===== config.mk =====
export PLATFORM = sky130hd
export DESIGN_NAME = button_debouncer
export DESIGN_NICKNAME = d
export VERILOG_FILES = /design/src/rtl/board_pkg.sv /design/src/rtl/sync_2ff.sv /design/src/rtl/button_debouncer.sv
export SDC_FILE = /design/constraint.sdc
export NUM_CORES = 1
export LEC_CHECK = 0
export ABC_AREA = 1
export BUFFER_PORTS_ARGS = -buffer_cell sky130_fd_sc_hd__buf_2
export CORE_MARGIN = 1
export CORE_UTILIZATION = 45
export CTS_BUF_LIST = sky130_fd_sc_hd__clkbuf_8
export DETAILED_ROUTE_END_ITERATION = 10
export HOLD_SLACK_MARGIN = 0.02
export PLACE_DENSITY = 0.72
export SETUP_SLACK_MARGIN = 0.05
export SLEW_MARGIN = 20
export SYNTH_ARGS = -nofsm -noshare
export SYNTH_HDL_FRONTEND = slang
export SYNTH_SLANG_ARGS = --single-unit

===== constraint.sdc =====
create_clock -name clk -period 1.95 [get_ports clk]
set_input_delay 0.195 -clock clk [delete_from_list [all_inputs] [get_ports clk]]
set_output_delay 0.195 -clock clk [all_outputs]
set_load 0.005 [all_outputs]

===== src/rtl/board_pkg.sv =====
// Board-wide constants, time helpers and the debouncer state encoding shared
// by the pin-input blocks on the 12 MHz learning board.
package board_pkg;

  localparam int unsigned CLK_HZ_DEFAULT = 12000000;

  // Integer cycle count for a duration in milliseconds at the given clock.
  function automatic int unsigned ms_to_cycles(input int unsigned clk_hz,
                                               input int unsigned ms);
    return (clk_hz / 1000) * ms;
  endfunction

  typedef enum logic [1:0] {
    IDLE        = 2'd0,
    ARM_PRESS   = 2'd1,
    PRESSED     = 2'd2,
    ARM_RELEASE = 2'd3
  } deb_state_e;

endpackage


===== src/rtl/sync_2ff.sv =====
// Two-flop synchroniser for a single asynchronous pin; the reset value is
// chosen by the user so the idle pin level is seen straight out of reset.
module sync_2ff #(
  parameter logic RESET_VAL = 1'b0
) (
  input  logic clk,
  input  logic rst_n,
  input  logic d_i,
  output logic q_o
);

  logic s1_q;
  logic s2_q;

  always_ff @(posedge clk or negedge rst_n) begin
    if (!rst_n) begin
      s1_q <= RESET_VAL;
      s2_q <= RESET_VAL;
    end else begin
      s1_q <= d_i;
      s2_q <= s1_q;
    end
  end

  assign q_o = s2_q;

endmodule


===== src/rtl/button_debouncer.sv =====
// Push-button conditioner: synchronises the raw pin, rejects contact bounce and
// emits a clean level plus one-cycle press, release and long-press pulses.
module button_debouncer
  import board_pkg::*;
#(
  parameter int unsigned CLK_HZ          = CLK_HZ_DEFAULT,
  parameter int unsigned DEBOUNCE_CYCLES = ms_to_cycles(CLK_HZ, 10),   // >= 2
  parameter int unsigned LONG_CYCLES     = ms_to_cycles(CLK_HZ, 1000), // > DEBOUNCE_CYCLES
  parameter bit          ACTIVE_LOW      = 1'b1
) (
  input  logic       clk,
  input  logic       rst_n,
  input  logic       btn_raw,
  output logic       btn_level,
  output logic       press_pulse,
  output logic       release_pulse,
  output logic       long_press,
  output deb_state_e dbg_state_o
);

  localparam int unsigned DEB_W  = $clog2(DEBOUNCE_CYCLES);
  localparam int unsigned HOLD_W = $clog2(LONG_CYCLES);
  localparam logic [DEB_W-1:0]  DEB_MAX  = DEB_W'(DEBOUNCE_CYCLES - 1);
  localparam logic [HOLD_W-1:0] HOLD_MAX = HOLD_W'(LONG_CYCLES - 1);

  logic sync_q;
  logic pressed_s;

  sync_2ff #(
    .RESET_VAL (ACTIVE_LOW)
  ) u_sync (
    .clk   (clk),
    .rst_n (rst_n),
    .d_i   (btn_raw),
    .q_o   (sync_q)
  );

  assign pressed_s = sync_q ^ ACTIVE_LOW;

  deb_state_e        state_q, state_d;
  logic [DEB_W-1:0]  deb_cnt_q, deb_cnt_d;
  logic [HOLD_W-1:0] hold_cnt_q, hold_cnt_d;
  logic              long_done_q, long_done_d;
  logic              level_q, level_d;
  logic              press_q, press_d;
  logic              release_q, release_d;
  logic              long_q, long_d;

  always_ff @(posedge clk or negedge rst_n) begin
    if (!rst_n) begin
      state_q     <= IDLE;
      deb_cnt_q   <= '0;
      hold_cnt_q  <= '0;
      long_done_q <= 1'b0;
      level_q     <= 1'b0;
      press_q     <= 1'b0;
      release_q   <= 1'b0;
      long_q      <= 1'b0;
    end else begin
      state_q     <= state_d;
      deb_cnt_q   <= deb_cnt_d;
      hold_cnt_q  <= hold_cnt_d;
      long_done_q <= long_done_d;
      level_q     <= level_d;
      press_q     <= press_d;
      release_q   <= release_d;
      long_q      <= long_d;
    end
  end

  always_comb begin
    state_d     = state_q;
    deb_cnt_d   = deb_cnt_q;
    hold_cnt_d  = hold_cnt_q;
    long_done_d = long_done_q;
    level_d     = level_q;
    press_d     = 1'b0;
    release_d   = 1'b0;
    long_d      = 1'b0;

    // Hold time keeps running while a release is being debounced, so a long
    // press can still fire during ARM_RELEASE.
    if (state_q == PRESSED || state_q == ARM_RELEASE) begin
      if (hold_cnt_q != HOLD_MAX) begin
        hold_cnt_d = hold_cnt_q + 1'b1;
      end else if (!long_done_q) begin
        long_d      = 1'b1;
        long_done_d = 1'b1;
      end
    end

    case (state_q)
      IDLE: begin
        if (pressed_s) begin
          state_d   = ARM_PRESS;
          deb_cnt_d = '0;
        end
      end
      ARM_PRESS: begin
        if (!pressed_s) begin
          state_d = IDLE;
        end else if (deb_cnt_q == DEB_MAX) begin
          state_d     = PRESSED;
          press_d     = 1'b1;
          level_d     = 1'b1;
          hold_cnt_d  = '0;
          long_done_d = 1'b0;
        end else begin
          deb_cnt_d = deb_cnt_q + 1'b1;
        end
      end
      PRESSED: begin
        if (!pressed_s) begin
          state_d   = ARM_RELEASE;
          deb_cnt_d = '0;
        end
      end
      ARM_RELEASE: begin
        if (pressed_s) begin
          state_d = PRESSED;
        end else if (deb_cnt_q == DEB_MAX) begin
          state_d     = IDLE;
          release_d   = 1'b1;
          level_d     = 1'b0;
          long_done_d = 1'b0;
        end else begin
          deb_cnt_d = deb_cnt_q + 1'b1;
        end
      end
      default: state_d = IDLE;
    endcase
  end

  assign btn_level     = level_q;
  assign press_pulse   = press_q;
  assign release_pulse = release_q;
  assign long_press    = long_q;
  assign dbg_state_o   = state_q;

endmodule

==> results.toml, run 1 <==
[sta]
worst_hold_slack_ps = 364.6
period_share_pct = 89.16
drv_slew = 0
min_period_ps = 1739
tightest_slew_ps = 483.2
tns_ps = 0
skew_ps = 11.17
rsz0062_at_grt = "false"
hold_viol = 0
slew_headroom_pct = 67.54
setup_viol = 0
max_clock_freq_mhz = 575.2

[worst_setup_path]
cp-start-kind = "register"
cp.arrival_ps = 1950
end_kind = "register"
critical_path_class = "reg2reg"
critPathRequiredTime_ps = 2160
path_max_fanout = 7

[logic_synthesis]
syn_area_sq_um = 3077
yosys_warnings = 0
ys_seq_area_share_pct = 40.75
synthAdderAreaFrac_pct = 0.8133
synth_top_family_by_area = "simple AND/OR/NAND/NOR gates"
synth_simple_gate_area_share_pct = 42.13
synthCells = 424
synth_xor_area_share_pct = 2.562
synth-compound-area-share_pct = 6.181
synth.mux.area_fraction_pct = 0
ys_ff_latch = 50
syn_area_per_cell_sq_um = 7.256
ys_types = 35
synth_fp_nets = 429

[place]
portBuffers = 8
place_area_sq_um = 3226
place_congestion = 0.9118
dpl.hpwl_um = 4967
post-place-cells = 510

[die]
die_height_um = 84.69
start_util_pct = 47.64
core_area_sq_um = 6459
chipWidth_um = 84.69
io_pins = 9
num_rows = 29
design.die.area_sq_um = 7172

[cts]
h-tree-depth = 2
root_buffer = "clkbuf_8"
cts_made_buffers = 5
clock_latency_ps = 310
cts.clk_slew.worst_paths_ps = 100
clockBufferDepth = 2
cts_tree = "built"
cts_num_sinks = 50

[global_routing]
grt_pass1_vias = 2503
grt_antenna_before_repair = 0
grt_use_total_pct = 20.05
grt_pass1_wl_um = 11560
grt-ovfl-total = 0
grt_max_degree = 34

[route]
ant_nets = 0
via_per_inst = 5.233
dr.pass1.iters = 5
wl_per_cell_um = 12.85
vias = 2737
drc = 0
initialDrtViolationCount = 220
route.final.wire_length_um = 6720

[power_and_ir_drop]
p_per_area_nw_per_um2 = 527.4
max-vdd-ir-drop_v = 0.0003344
p_leak_uw = 0.001519

[cells_and_area]
nets = 450
insertedDiodeCount = 0
final_cell_count_no_fill = 523
drive_gt1_share_pct = 13.00
area_growth_pct = 10.25
final_cell_area_sq_um = 3392

[min_path]
hold_class = "reg2reg"

[flow_run]
cap_violations = 0

[outcome]
status = "finished, final reports clean"
-- worst max-delay path: stages (launching register included) --
cell	delay [ps]
dfrtp_1	420
ha_1	280
nand3_2	150
nor2_4	200
buf_4	150
nand4_4	100
buf_4	200
o21ai_1	80
nor2_1	50
-- sequential cells by signal (all words and copies together), names as in the netlist, named ones only --
register	flops
release_pulse	1
long_done_q	1
u_sync.s1_q	1
press_pulse	1
long_press	1
hold_cnt_q	24
dbg_state_o	1
deb_cnt_q	17
btn_level	1
u_sync.q_o	1
-- kinds of logic (layout without fill, tap and decap cells) --
family | count (synthesis) | count (layout)
flip-flops | 50 | 50
XOR/XNOR | 9 | 9
adder cells (fa/ha/maj) | 2 | 2
AND/OR/NAND/NOR | 274 | 274
buffers and inverters | 55 | 77
AO/OA/AOI/OAI | 34 | 34
-- path summary, 6_finish.rpt --
kind,start,to,slack (ps),cells after the start
max,deb_cnt_q[0],hold_cnt_q[18],210,8
min,u_sync.s1_q,u_sync.q_o,360,0
max reg2reg,deb_cnt_q[0],hold_cnt_q[18],210,8
min reg2reg,u_sync.s1_q,u_sync.q_o,360,0
max in group asynchronous,rst_n,hold_cnt_q[19],1060,3
min in group asynchronous,rst_n,deb_cnt_q[16],370,2
-- layout by cell type (no fill, tap or decap), types with 2 or more instances in the layout --
cell type      instances
o21ai_1                4
nor3_1                12
ha_1                   2
xor2_1                 7
nor2_1                71
inv_2                  3
clkbuf_8               5
dfstp_2                2
nand3b_1               2
buf_4                  8
o21ai_0               17
nand3_4                3
nand3_1               31
dfrtp_1               48
a21oi_1                6
nor3_2                 2
dlygate4sd3_1          2
xnor2_1                2
buf_2                  8
nand4_1               17
nor2_2                 3
nand3_2                2
o21bai_1               2
nand2_2                3
inv_1                 45
nor2_4                 6
nand2_1              116
o21ai_2                2
-- synth_stat cells --
master,n,area (sq um)
nand3_1,31,155.2
a22oi_1,1,7.510
inv_1,45,168.9
nand2_2,3,18.77
buf_8,2,30.03
o21ai_2,2,17.52
o21ai_1,4,20.02
a21oi_1,6,30.03
nor3b_1,1,7.510
nor3_2,3,30.03
clkinv_1,2,7.510
nand4_1,17,106.4
xnor2_1,2,17.52
or2_2,1,6.260
dfrtp_1,48,1201
nand3b_1,2,15.01
nor2_4,6,67.56
dfstp_2,2,52.55
nor2_1,71,266.5
inv_2,3,11.26
a31o_2,1,8.760
o21bai_1,2,15.01
buf_4,1,7.510
nor3_1,12,60.06
nand2_4,2,22.52
nand4_4,1,21.27
o21ai_0,17,85.08
nor2_2,3,18.77
clkbuf_1,2,7.510
xor2_1,7,61.31
nand3_2,3,30.03
nand2_1,116,435.4
ha_1,2,25.02
nand3_4,2,35.03
a31oi_1,1,6.260
-- final cells by class --
type | instances | area [sq um]
clock buffer | 5 | 68.82
clock inverter | 3 | 28.78
fill | 615 | 3067
inverter | 50 | 191.4
multi-input combinational | 319 | 1613
sequential | 50 | 1254
tap | 77 | 96.34
timing repair buffer | 19 | 140.1
-- stage by stage --
step	utilization, %	setup slack (ps)	power (uW)
3_5_place_dp	49.94	167.1	1154
4_1_cts	51.76	150.5	1816
3_3_place_gp	49.94	249.6	1152
2_1_floorplan	-	431.9	1117
6_report	52.52	211.4	1789
5_1_grt	52.52	62.57	1865
-- report_power, final --
part | internal (uW) | switching, uW | total [uW]
clock network | 269 | 384 | 653
logic | 23.4 | 54.3 | 77.7
registers | 1050 | 10.5 | 1060
total | 1340 | 448 | 1790
-- timing repair --
| action | in CTS | in global routing |
|---|---|---|
| hold endpoints to repair | 16 | 0 |
| setup buffers | 0 | 3 |
| setup endpoints to repair | 0 | 18 |
| hold buffers | 2 | 0 |
| resized for setup | 0 | 4 |
-- per-layer routing --
layer | wire, um | global-route usage (%) | vias to the layer above
li1 | - | - | 1401
met1 | 3423 | 29.10 | 1275
met2 | 2964 | 31.04 | 52
met3 | 236 | 2.950 | 9
met4 | 95 | 6.163 | 0
met5 | 0 | 0 | -
Note: power is estimated with default switching activity, not from simulation.
==> run 2, diff against run 1 <==
ABC_AREA = default   (was 1)
==> run 2 against run 1 <==
  * Critical path depth down 2
  * First-iteration DRC count down 55%
  * Sequential share of layout area up 3.9 points
  * Largest power group unchanged
  * Synthesized area down 13%
  * Worst setup slack worse by 95 ps
  * Critical endpoint is now deb_cnt_q[4]
  * Cell count down 26%
  * Sequential power about the same
  * Combinational power up 43%
  * Highest routed layer unchanged
==> results.toml, run 2 <==
[worst_setup_path]
critPathRequiredTime_ps = 2190
end_kind = "register"
cp.arrival_ps = 2080
critical_path_class = "reg2reg"
path_max_fanout = 5
cp-start-kind = "register"
ff2ff_path_depth = 6

[cells_and_area]
top_regs = "hold_cnt_q: 24 flops, deb_cnt_q: 17 flops"
final_cell_area_sq_um = 3070
regMostFlops = "hold_cnt_q"
nets = 318
seq_area_sq_um = 1255
insertedDiodeCount = 0
final_common_cell = "dfrtp_1"
area_growth_pct = 15.10
fin_util_pct = 54.75
multiInputGateArea_sq_um = 1358
drive_gt1_share_pct = 19.43
fillers = 513
final_cell_mix = "47 x dfrtp_1, 32 x nand2_1, 30 x nor2_1, 24 x buf_4, 22 x nand3_1"
largest_reg_flops = 24

[die]
die_height_um = 78.99
chipWidth_um = 78.99
core_area_sq_um = 5608
num_rows = 27
design.die.area_sq_um = 6239
io_pins = 9
start_util_pct = 47.57

[place]
dpl.hpwl_um = 3874
place_congestion = 0.7856
portBuffers = 8
place_area_sq_um = 2912

[logic_synthesis]
ys_types = 49
syn_area_sq_um = 2668
synth_top_area_cell = "dfrtp_1"
ys_ff_latch = 50
synth_fp_nets = 287
yosysTopAreaCellShare_pct = 45.03
yosys_warnings = 0
synthArstFlopShare_pct = 100.0
synth.top_cells.by_area = "dfrtp_1 45%, xor2_1 4.6%, nand2_1 4.5%"
synthCells = 282
synth_edf_count = 0
synth_flop_cell = "dfrtp_1"
syn_area_per_cell_sq_um = 9.459
synth.most_common_cell = "dfrtp_1"
ys_seq_area_share_pct = 47.00
synthTopCellsByCount = "48 x dfrtp_1, 32 x nand2_1, 30 x nor2_1"

[sta]
drv_slew = 0
period_share_pct = 94.04
tns_ps = 0
min_period_ps = 1834
tightest_slew_ps = 568.7
rsz0062_at_grt = "true"
max_clock_freq_mhz = 545.3
skew_ps = 11.07
setup_viol = 0
slew_headroom_pct = 62.09
hold_viol = 0

[route]
via_per_inst = 5.723
drc = 0
dr.pass1.iters = 4
route.final.wire_length_um = 5492
ant_nets = 0
wl_per_cell_um = 14.23
vias = 2209
initialDrtViolationCount = 100

[cts]
root_buffer = "clkbuf_8"
clock_latency_ps = 310
cts_num_sinks = 50
cts.clk_slew.worst_paths_ps = 100
clockBufferDepth = 2
cts_made_buffers = 5
h-tree-depth = 2
cts_tree = "built"

[global_routing]
grt_antenna_before_repair = 0
grt-ovfl-total = 0
grt_pass1_vias = 2012
grt_pass1_wl_um = 9508
grt_use_total_pct = 19.29
grt_max_degree = 26

[outcome]
status = "finished, final reports clean"

[power_and_ir_drop]
p_per_area_nw_per_um2 = 597.7
p_leak_uw = 0.001396
max-vdd-ir-drop_v = 0.0003106

[min_path]
hold_depth = 0
hold_class = "reg2reg"

[flow_run]
cap_violations = 0
[run 2: layer usage]
layer / part of all wire, % / GRT usage (%)
met1: 51 / 28.36
met2: 44 / 28.45
met3: 3.8 / 3.678
met4: 1.2 / 6.182
met5: 0 / 0
[run 2: layout make-up]
| type | instances | area share [%] |
|---|---|---|
| repair buffers | 35 | 8.476 |
| inverters | 2 | 0.2445 |
| clock buffers | 6 | 2.689 |
| clock inverters | 2 | 0.5705 |
| flip-flops and latches | 50 | 40.87 |
| multi-input cells | 219 | 44.21 |
| well taps | 72 | 2.934 |
[run 2: stage by stage]
step	power, uW	cells	worst slack [ps]	hold WS (ps)
5_1_grt	1911	386	10.56	370.7
2_1_floorplan	1161	282	63.13	-100.6
6_report	1835	386	116.3	359.5
4_1_cts	1856	384	72.73	361.0
3_3_place_gp	1199	374	108.4	214.6
3_5_place_dp	1204	374	89.85	219.1
[run 2: final timing paths]
kind                              startpoint        endpoint  slack [ps]
worst max-delay path            deb_cnt_q[0]    deb_cnt_q[4]         120
worst min-delay path             u_sync.s1_q      u_sync.q_o         360
worst max register to register  deb_cnt_q[0]    deb_cnt_q[4]         120
worst min register to register   u_sync.s1_q      u_sync.q_o         360
max in group asynchronous              rst_n  hold_cnt_q[23]         910
min in group asynchronous              rst_n      long_press         410
[run 2: cell families (layout without fill, tap and decap cells)]
| kind of cell | Yosys count | after routing | synth area share, % |
|---|---|---|---|
| mux | 1 | 1 | 0.3752 |
| fa+ha+maj | 2 | 2 | 0.9379 |
| flops | 50 | 50 | 47.00 |
| buf+inv | 13 | 45 | 2.955 |
| simple gates | 150 | 150 | 31.33 |
| xor+xnor | 19 | 19 | 6.238 |
| compound gates | 47 | 47 | 11.16 |
[run 2: worst max-delay path, cell delays in order (launching register included)]
cell,delay (ps)
dfrtp_1,390
ha_2,220
nand4b_1,160
nor4_4,80
or2b_2,300
or4_2,550
o21ai_2,80
[run 2: where the power goes]
part	total [uW]	switching (uW)	internal (uW)
clock	647	354	293
combinational	111	66.6	44.3
sequential	1080	23.3	1050
total	1840	444	1390
[run 2: what timing repair did]
item | 4_1_cts | 5_1_grt
setup endpoints to repair | 0 | 27
buffers inserted | 0 | 2
hold buffers | 2 | 0
gates resized for setup | 0 | 8
endpoints found under the hold margin | 22 | 0
==> run 3, diff against run 2 <==
SYNTH_HIERARCHICAL = 1   (was default)
==> run 3 against run 2 <==
  * Sequential cell count is the same
  * Die area shrank 1.2%
  * Clock skew shrank 1.1 ps
  * Via count shrank 1.0%
  * Clock power shrank 3%
  * Synthesized cell count shrank 0.35%
  * Largest cell class unchanged
==> results.toml, run 3 <==
[outcome]
status = "finished, final reports clean"

[sta]
max_clock_freq_mhz = 519.9
min_period_ps = 1923
setup_slack_ps = 26.66
worst_hold_slack_ps = 361.0
slew_headroom_pct = 58.41
period_share_pct = 98.63
rsz0062_at_grt = "true"
tightest_slew_ps = 623.9
drv_slew = 0
skew_ps = 9.947
setup_viol = 0
hold_viol = 0

[logic_synthesis]
synth_flop_cell = "dfrtp_1"
synth.top_cells.by_area = "dfrtp_1 46%, nor2_1 5.4%, xor2_1 4.3%"
synth.most_common_cell = "dfrtp_1"
syn_area_sq_um = 2635
synth_fp_nets = 286
ys_ff_latch = 50
yosysTopAreaCellShare_pct = 45.58
synthArstFlopShare_pct = 100.0
synthCells = 281
syn_area_per_cell_sq_um = 9.377
synth_top_area_cell = "dfrtp_1"
ys_seq_area_share_pct = 47.58
synthTopCellsByCount = "48 x dfrtp_1, 38 x nor2_1, 22 x nand2_1, 22 x nand3_1, 13 x xor2_1"
ys_types = 55
yosys_warnings = 6
synth_edf_count = 0

[route]
wl_per_cell_um = 14.99
dr.pass1.iters = 4
ant_nets = 0
vias = 2187
drc = 0
via_per_inst = 5.681
route.final.wire_length_um = 5770
initialDrtViolationCount = 139

[worst_setup_path]
end_kind = "register"
cp.buffers_inverters = 1
cp.arrival_ps = 2140
critical_path_class = "reg2reg"
r2r_slack_ps = 30
path_max_fanout = 6
critPathRequiredTime_ps = 2170
cp_slowest_stage_delay_ps = 580
cp_slowest_cell = "or4_4"
cp-start-kind = "register"
crit_chain = "ha_4 > nand4_4 > or4_4 > o21ai_4 > buf_6 > o211ai_1 > o31ai_1"
ff2ff_path_depth = 7
path_delay_family = "simple AND/OR/NAND/NOR gates"
r2r_end = "hold_cnt_q[2]"
r2r_start = "hold_cnt_q[1]"

[cts]
root_buffer = "clkbuf_8"
cts_tree = "built"
cts_num_sinks = 50
cts_made_buffers = 5
clockBufferDepth = 2
h-tree-depth = 2
clock_latency_ps = 310
cts.clk_slew.worst_paths_ps = 90

[min_path]
hp-start = "u_sync/s1_q"
min_to = "u_sync/q_o"
hold_depth = 0
hold_class = "reg2reg"

[place]
portBuffers = 8
post-place-cells = 370
pre_cts_ws_ps = 43.90
dpl.hpwl_um = 3617
place_congestion = 0.8558

[die]
chipWidth_um = 78.52
start_util_pct = 47.27
num_rows = 27
die_height_um = 78.52
core_area_sq_um = 5574
design.die.area_sq_um = 6165
io_pins = 9

[global_routing]
grt_pass1_vias = 1970
grt-ovfl-total = 0
grt_antenna_before_repair = 0
grt_max_degree = 51
grt_pass1_wl_um = 9197
grt_use_total_pct = 19.10

[cells_and_area]
regMostFlops = "hold_cnt_q"
fillers = 468
largest_reg_flops = 24
seq_area_sq_um = 1254
insertedDiodeCount = 0
top_regs = "hold_cnt_q: 24 flops, deb_cnt_q: 17 flops"
nets = 317
final_cell_mix = "48 x dfrtp_1, 38 x nor2_1, 22 x nand2_1, 20 x nand3_1, 19 x buf_4"
drive_gt1_share_pct = 20.45
multiInputGateArea_sq_um = 1383
area_growth_pct = 18.28
final_cell_count_no_fill = 385
final_common_cell = "dfrtp_1"

[flow_run]
cap_violations = 0

[power_and_ir_drop]
p_leak_uw = 0.001399
max-vdd-ir-drop_v = 0.0002549
p_per_area_nw_per_um2 = 579.3
p_total_uw = 1806
-- run 3: per-layer routing --
metal | GRT usage, % | part of all wire, %
met5 | 0 | 0
met4 | 5.556 | 1.4
met3 | 4.186 | 4.1
met2 | 28.70 | 45
met1 | 27.48 | 49
-- run 3: logic make-up (layout without fill, tap and decap cells) --
| logic type | count (synthesis) | in the layout | share of synthesized area [%] |
|---|---|---|---|
| buf+inv | 21 | 52 | 3.513 |
| xor+xnor | 18 | 18 | 5.983 |
| fa+ha+maj | 2 | 2 | 0.9495 |
| mux | 5 | 5 | 1.899 |
| simple gates | 139 | 139 | 28.16 |
| compound gates | 46 | 47 | 11.92 |
| flops | 50 | 50 | 47.58 |
-- run 3: worst register-to-register path, stage by stage, from the launching register on --
cell and delay, ps:
dfrtp_1 410, ha_4 180, nand4_4 120, or4_4 580
o21ai_4 210, buf_6 160, o211ai_1 90, o31ai_1 90
-- run 3: area by class of cell --
class	instances	area share, %
well taps	72	2.890
multi-input cells	211	44.36
inverters	12	1.445
repair buffers	32	8.149
clock inverters	2	0.2810
flip-flops and latches	50	40.22
clock buffers	6	2.650
-- run 3: timing repair --
item | 4_1_cts | 5_1_grt
endpoints found under the setup margin | 7 | 12
buffers inserted | 2 | 2
pin swaps | 1 | 13
endpoints found under the hold margin | 38 | 0
gates resized for setup | 0 | 19
hold buffers | 2 | 0
gates cloned | 0 | 1
-- run 3: power breakdown --
part / internal (uW) / switching [uW] / leakage [uW]
combinational: 34.1 / 54.6 / 0.000659
sequential: 1060 / 29.9 / 0.000687
clock: 282 / 348 / 0.0000524
total: 1370 / 432 / 0.00140
-- run 3: worst max path at each step --
stage	from	slack (ps)	to	depth (start not counted)
after floorplan	hold_cnt_q[0]	170	hold_cnt_q[6]	7
after global placement	hold_cnt_q[0]	120	hold_cnt_q[7]	6
after detailed placement	hold_cnt_q[1]	40	hold_cnt_q[7]	6
after CTS	hold_cnt_q[1]	40	hold_cnt_q[22]	6
after global routing	hold_cnt_q[1]	-40	hold_cnt_q[2]	7
final	hold_cnt_q[1]	30	hold_cnt_q[2]	7
-- run 3: metrics by stage --
step / setup TNS [ps] / util (%) / cell area, sq um
detailed placement: 0 / 51.40 / 2865
CTS: 0 / 53.89 / 3004
global route: -96.68 / 55.91 / 3117
global placement: 0 / 51.40 / 2865
floorplan: 0 / - / 2635
finish: 0 / 55.91 / 3117
